$ cat config.mk
export PLATFORM = sky130hd
export DESIGN_NAME = generador_pulsos
export DESIGN_NICKNAME = d
export VERILOG_FILES = /design/src/rtl/generador_pulsos.sv
export SDC_FILE = /design/constraint.sdc
export NUM_CORES = 1
export LEC_CHECK = 0
export ABC_AREA = 1
export CAP_MARGIN = 5
export CORE_MARGIN = 2
export CORE_UTILIZATION = 35
export DETAILED_ROUTE_END_ITERATION = 10
export PLACE_DENSITY = 0.59
export SYNTH_ARGS = -nofsm -noshare
export SYNTH_HDL_FRONTEND = slang
export SYNTH_SLANG_ARGS = --single-unit
$ cat constraint.sdc
create_clock -name clk -period 1.65 [get_ports clk]
set_input_delay 0.33 -clock clk [delete_from_list [all_inputs] [get_ports clk]]
set_output_delay 0.33 -clock clk [all_outputs]
set_load 0.01 [all_outputs]
$ cat src/rtl/generador_pulsos.sv
// generador_pulsos: emits a train of N clean pulses on an output pin.
// Fixed high width and low gap, both set in milliseconds.
module generador_pulsos #(
  parameter int unsigned CICLOS_MS = 50000,
  parameter int unsigned ANCHO_MS  = 20,
  parameter int unsigned PAUSA_MS  = 20,
  parameter int unsigned N_BITS    = 4
) (
  input  logic              clk,
  input  logic              rst,
  input  logic              disparo,
  input  logic [N_BITS-1:0] cantidad,
  output logic              salida,
  output logic              ocupado,
  output logic              fin
);

  localparam logic [31:0] CA = 32'(CICLOS_MS * ANCHO_MS);
  localparam logic [31:0] CP = 32'(CICLOS_MS * PAUSA_MS);
  localparam logic [31:0] CA_UL = CA - 32'd1;
  localparam logic [31:0] CP_UL = CP - 32'd1;
  localparam logic [N_BITS-1:0] UNO = N_BITS'(1);

  typedef enum logic [1:0] {
    REPOSO = 2'd0,
    ALTO   = 2'd1,
    BAJO   = 2'd2
  } estado_t;

  estado_t           estado;
  logic [31:0]       ciclos;
  logic [N_BITS-1:0] restantes;

  // Outputs are set together with the state they belong to, so they
  // come straight from flops and line up with the state register.
  always_ff @(posedge clk or posedge rst) begin
    if (rst) begin
      estado    <= REPOSO;
      ciclos    <= '0;
      restantes <= '0;
      salida    <= 1'b0;
      ocupado   <= 1'b0;
      fin       <= 1'b0;
    end else begin
      fin <= 1'b0;
      unique case (estado)
        REPOSO: begin
          salida  <= 1'b0;
          ocupado <= 1'b0;
          if (disparo && (cantidad != '0)) begin
            restantes <= cantidad;
            ciclos    <= '0;
            estado    <= ALTO;
            salida    <= 1'b1;
            ocupado   <= 1'b1;
          end
        end
        ALTO: begin
          if (ciclos == CA_UL) begin
            restantes <= restantes - UNO;
            ciclos    <= '0;
            estado    <= BAJO;
            salida    <= 1'b0;
          end else begin
            ciclos <= ciclos + 32'd1;
          end
        end
        BAJO: begin
          if (ciclos == CP_UL) begin
            ciclos <= '0;
            if (restantes != '0) begin
              estado <= ALTO;
              salida <= 1'b1;
            end else begin
              // Trailing gap done: release and strobe completion.
              estado  <= REPOSO;
              ocupado <= 1'b0;
              fin     <= 1'b1;
            end
          end else begin
            ciclos <= ciclos + 32'd1;
          end
        end
        default: begin
          estado  <= REPOSO;
          ciclos  <= '0;
          salida  <= 1'b0;
          ocupado <= 1'b0;
        end
      endcase
    end
  end

endmodule

# Yosys cells after proc, flatten, opt, wreduce, memory -nomap -nowiden
# Index checks and enable logic that the tools add are counted.
# op_classes
n_eq_ne	8
bitwise	1
n_addsub	2
n_mux	22
n_reduce_logical	10
# ops
cell	n
32-bit 2-to-1 mux	2
32-bit case mux with 2 select lines	1
32-bit by 1-bit adder with 32-bit output (second input constant)	1
32-bit by 20-bit equality test with 1-bit output (second input constant)	1
3-bit AND reduction	4
1-bit 2-to-1 mux	10
2-bit != test (second input constant)	5
4-bit 2-to-1 mux	2
4-bit case mux with 2 select lines	1
4-bit nonzero test	2
2-bit 2-to-1 mux	3
1-bit case mux with 3 select lines	2
2-bit case mux with 3 select lines	1
4-bit by 1-bit subtractor with 4-bit output (second input constant)	1
2-bit by 1-bit equality test with 1-bit output (second input constant)	1
2-bit equality test (second input constant)	1
2-bit logical NOT	1
2-bit nonzero test	1
2-bit OR reduction	1
1-bit logical AND	1
1-bit NOT	1
# totals
elab_cells	49
register_bits	41
output_inout_bits	3

# Longest topological paths before layout
# depth
depth_word	4
depth_mapped	10
ltp_nobuf	10

# Least setup slack after synthesis
# No wires, ideal clock.
# synth_timing
path_type	register to register
start	reg estado[0]
end	reg ciclos[13]
synth_period_minus_slack_ns	1.614
required_time_ns	1.567
stages_incl_launch_ff	7
arrival_ns	1.531
slack_ns	0.036
setup_ns	0.083
n_path_buf	2
cell_sequence	dfrtp_1 inv_1 ha_1 buf_1 clkbuf_1 nand4_1 o21ai_0
# synth_between
elab_chain_len	3
elab_cells_between_ends	6
# synth_lines
element	line_no	text
start: declaration	30	estado_t estado;
start signal: assignment	38	estado <= REPOSO;
start signal: assignment	53	estado <= ALTO;
start signal: assignment	62	estado <= BAJO;
2-bit equality test / 2-bit by 1-bit equality test with 1-bit output (equally long branches)	46	unique case (estado)
2-bit OR reduction (no line)	n/a	
32-bit case mux with 2 select lines	46	
end signal: assignment	65	ciclos <= ciclos + 32'd1;
end signal: assignment	81	ciclos <= ciclos + 32'd1;
end: declaration	31	logic [31:0] ciclos;
# Several ways; a longest one is shown, not always the timed one.
# A chain may end at the register's enable or synchronous reset.

# Worst setup path after layout
# layout_timing
start	reg ciclos[12]
end	reg ciclos[21]
# layout_between
elab_chain_len	3
elab_cells_between_ends	4
# layout_lines
element	line_no
32-bit by 1-bit adder with 32-bit output / 32-bit by 20-bit equality test with 1-bit output (equally long branches)	n/a
32-bit 2-to-1 mux (*)	59, 69
32-bit case mux with 2 select lines (*)	46
# Mark *: on every way between the ends. The rest lies on a longest branch, timed or not.

==> metrics.yaml <==
outcome:
  status: "finished clean"
global_routing:
  grt_usage_pct: 18.59
  grt_pass1_wl_um: 14300
  grt_use_met2_pct: 30.98
  grt_busiest_layer: "met2"
  antenna_found_initial: 0
  overflow: 0
  use_met3_pct: 2.734
  grtUsageMet1_pct: 25.10
  grt_max_degree: 42
  grt_pass1_vias: 2956
synthesis:
  netlist.area_leader.share_pct: 33.62
  synth_xor_xnor_area_share_pct: 3.731
  postSynthCellCount: 447
  yosys.area_share.adder_pct: 2.870
  yosys-mux-area-fraction_pct: 0
  synth_area_mm2: 0.003052
  synth.area.top_cells: "dfrtp_1 34%, nand2_1 16%, nor2_1 8.0%"
  synthTopCellsByCount: "129 x nand2_1, 65 x nor2_1, 41 x dfrtp_1"
  synth-simple-area-share_pct: 45.51
  synth_top_family_by_area: "simple AND/OR/NAND/NOR gates"
  yosysMostFrequentCell: "nand2_1"
  async_flop_share_pct: 100.0
  synthFlopType: "dfrtp_1"
  yosysTopAreaCell: "dfrtp_1"
  synth_compound_area_share_pct: 6.683
  seq_area_frac_synth_pct: 33.62
  synth.distinct_cells: 30
  synth_edf_count: 0
  syn_nets: 461
  synth.ff_latch_count: 41
  yosysWarnings: 0
  syn_area_per_cell_um2: 6.827
timing:
  timing.fmax_ghz: 0.6322
  setup_viol: 0
  hold_slack_ps: 355.5
  fin_skew_ps: 4.957
  drv_slew: 0
  relSlewSlack_pct: 75.73
  period_minus_slack_ps: 1582
  worst_slew_pin_slew_ps: 362.7
  hold_viol: 0
  rsz0062_at_grt: "yes"
  min_period_over_period_pct: 95.86
cts:
  insertion_delay_ps: 310
  root_buffer: "clkbuf_8"
  clockBufferDepth: 2
  cts_num_sinks: 41
  cts_hold_buf: 0
  cts_buffers: 5
  clkSlewWorstSetupHoldPaths_ps: 90
  cts_tree: "built"
  htreeDepth: 2
setup_path:
  crit_start: "ciclos[12]$_DFFE_PP0P_"
  r2r_start: "ciclos[12]$_DFFE_PP0P_"
  worstPathArrival_ps: 1770
  crit_path_start_kind: "flop"
  end_kind: "flop"
  worstPathRequired_ps: 1840
  crit_type: "flop to flop"
  path_max_fanout: 3
power:
  power_density_mw_per_mm2: 977.6
  clock_power_share_pct: 18.7
  swShare_pct: 42.48
  power_mw: 3.677
  leakage_nw: 1.645
  p_seq_share_pct: 33.1
  p_switching_mw: 1.562
  combPwrFrac_pct: 48.2
  internal_power_mw: 2.115
  peakVddDrop_uv: 1089
floorplan:
  row_count: 34
  initial_utilization_pct: 35.51
  die_area_mm2: 0.009482
  die_x_um: 97.38
  fp.dieH_um: 97.38
  fp.coreArea_mm2: 0.008593
  io_pins: 10
placement:
  dp_cells: 600
  post_dp_cell_area_mm2: 0.003576
  place_hpwl_um: 6521
  portBuffers: 9
  gp_congestion: 0.9957
route:
  vias: 3022
  dr.pass1.iters: 5
  first_iter_violations: 129
  wl_um: 8352
  wl_per_cell_um: 13.69
  drc_errors: 0
  ant_nets: 0
  vias_per_cell: 4.954
cells_and_area:
  instances_no_fill: 610
  layout-drive-gt1-share_pct: 24.50
  final_cell_area_mm2: 0.003761
  syn_to_final_growth_pct: 23.25
  layout.nets: 515
  diodes: 0
  fillers: 932
min_path:
  holdCritPathClass: "input port to async pin"
flow_run:
  cap_viol_max_count: 0
final cells by class:
| type | instances | area (µm²) | share of cell area (%) |
|---|---|---|---|
| multi-input combinational | 350 | 1857 | 49.37 |
| sequential | 41 | 1031 | 27.41 |
| timing repair buffer | 57 | 479.2 | 12.74 |
| inverter | 46 | 172.7 | 4.591 |
| tap | 108 | 135.1 | 3.593 |
| clock buffer | 5 | 68.82 | 1.830 |
| clock inverter | 3 | 17.52 | 0.4657 |
power groups by stage:
stage	combinational [mW]	sequential, mW	clock [mW]
5_1_grt	1.98	1.23	0.743
3_3_place_gp	1.62	1.22	0
6_report	1.77	1.22	0.687
2_1_floorplan	1.19	1.23	0
3_5_place_dp	1.64	1.22	0
4_1_cts	1.73	1.21	0.707
flip-flops by register name, indices dropped and copies added, names as in the netlist:
name and count:
restantes 4, fin 1, ciclos 32, estado 2
ocupado 1, salida 1
path summary, 6_finish.rpt:
path	endpoint	cells past startpoint	slack, ps
min	ciclos[3]$_DFFE_PP0P_	3	360
max	ciclos[21]$_DFFE_PP0P_	8	70
max reg2reg	ciclos[21]$_DFFE_PP0P_	8	70
max in group asynchronous	ciclos[9]$_DFFE_PP0P_	3	1080
min reg2reg	restantes[1]$_DFFE_PP0P_	2	480
min in group clk	restantes[1]$_DFFE_PP0P_	2	480
layer usage:
metal	vias up	wire, µm
li1	1537	-
met1	1408	3839
met2	68	4078
met3	9	345
met4	0	89
met5	-	0
through the flow:
stage          util [%]  setup slack [ps]  TNS, ps
3_3_place_gp      41.61            -156.4    -3329
5_1_grt           43.77            -65.28   -526.6
2_1_floorplan         -             35.87        0
4_1_cts           42.91             15.66        0
3_5_place_dp      41.61            -180.8    -4288
6_report          43.77             68.33        0
logic make-up (layout without fill, tap and decap cells):
logic type / after synthesis / after routing
adders and majority gates: 7 / 7
AOI/OAI and AO/OA: 34 / 34
buffers and inverters: 56 / 111
and+or+nand+nor: 296 / 296
DFF: 41 / 41
xor gates and xnor gates: 13 / 13
cell usage in the layout (no fill, tap or decap), types with 3 or more instances in the layout:
master             n
a21oi_1            6
buf_4             45
clkbuf_8           5
clkdlybuf4s50_1    9
dfrtp_1           37
dfrtp_2            4
ha_1               5
inv_1             36
inv_2              9
nand2_1          128
nand2_2            7
nand2_4            4
nand3_1           34
nand3_2            3
nand4_1           24
nor2_1            57
nor2_2            22
nor2_4             9
nor3_1             4
o21ai_0           19
o21ai_1            4
xor2_1            13
what timing repair did:
| action | 4_1_cts | 5_1_grt |
|---|---|---|
| setup endpoints to repair | 12 | 38 |
| pin swaps | 1 | 2 |
| gates resized for setup | 1 | 23 |
| buffers inserted | 1 | 1 |
| endpoints found under the hold margin | 0 | 0 |
worst max-delay path, stage by stage (launching register included):
cell and delay (ps):
dfrtp_1 420, buf_4 140, nand2_1 80, nor2_1 170, nand2_1 130, nor2_1 260
nand3_1 110, nand4_1 90, o21ai_0 70
No activity file was read; power rests on OpenSTA's default activity.
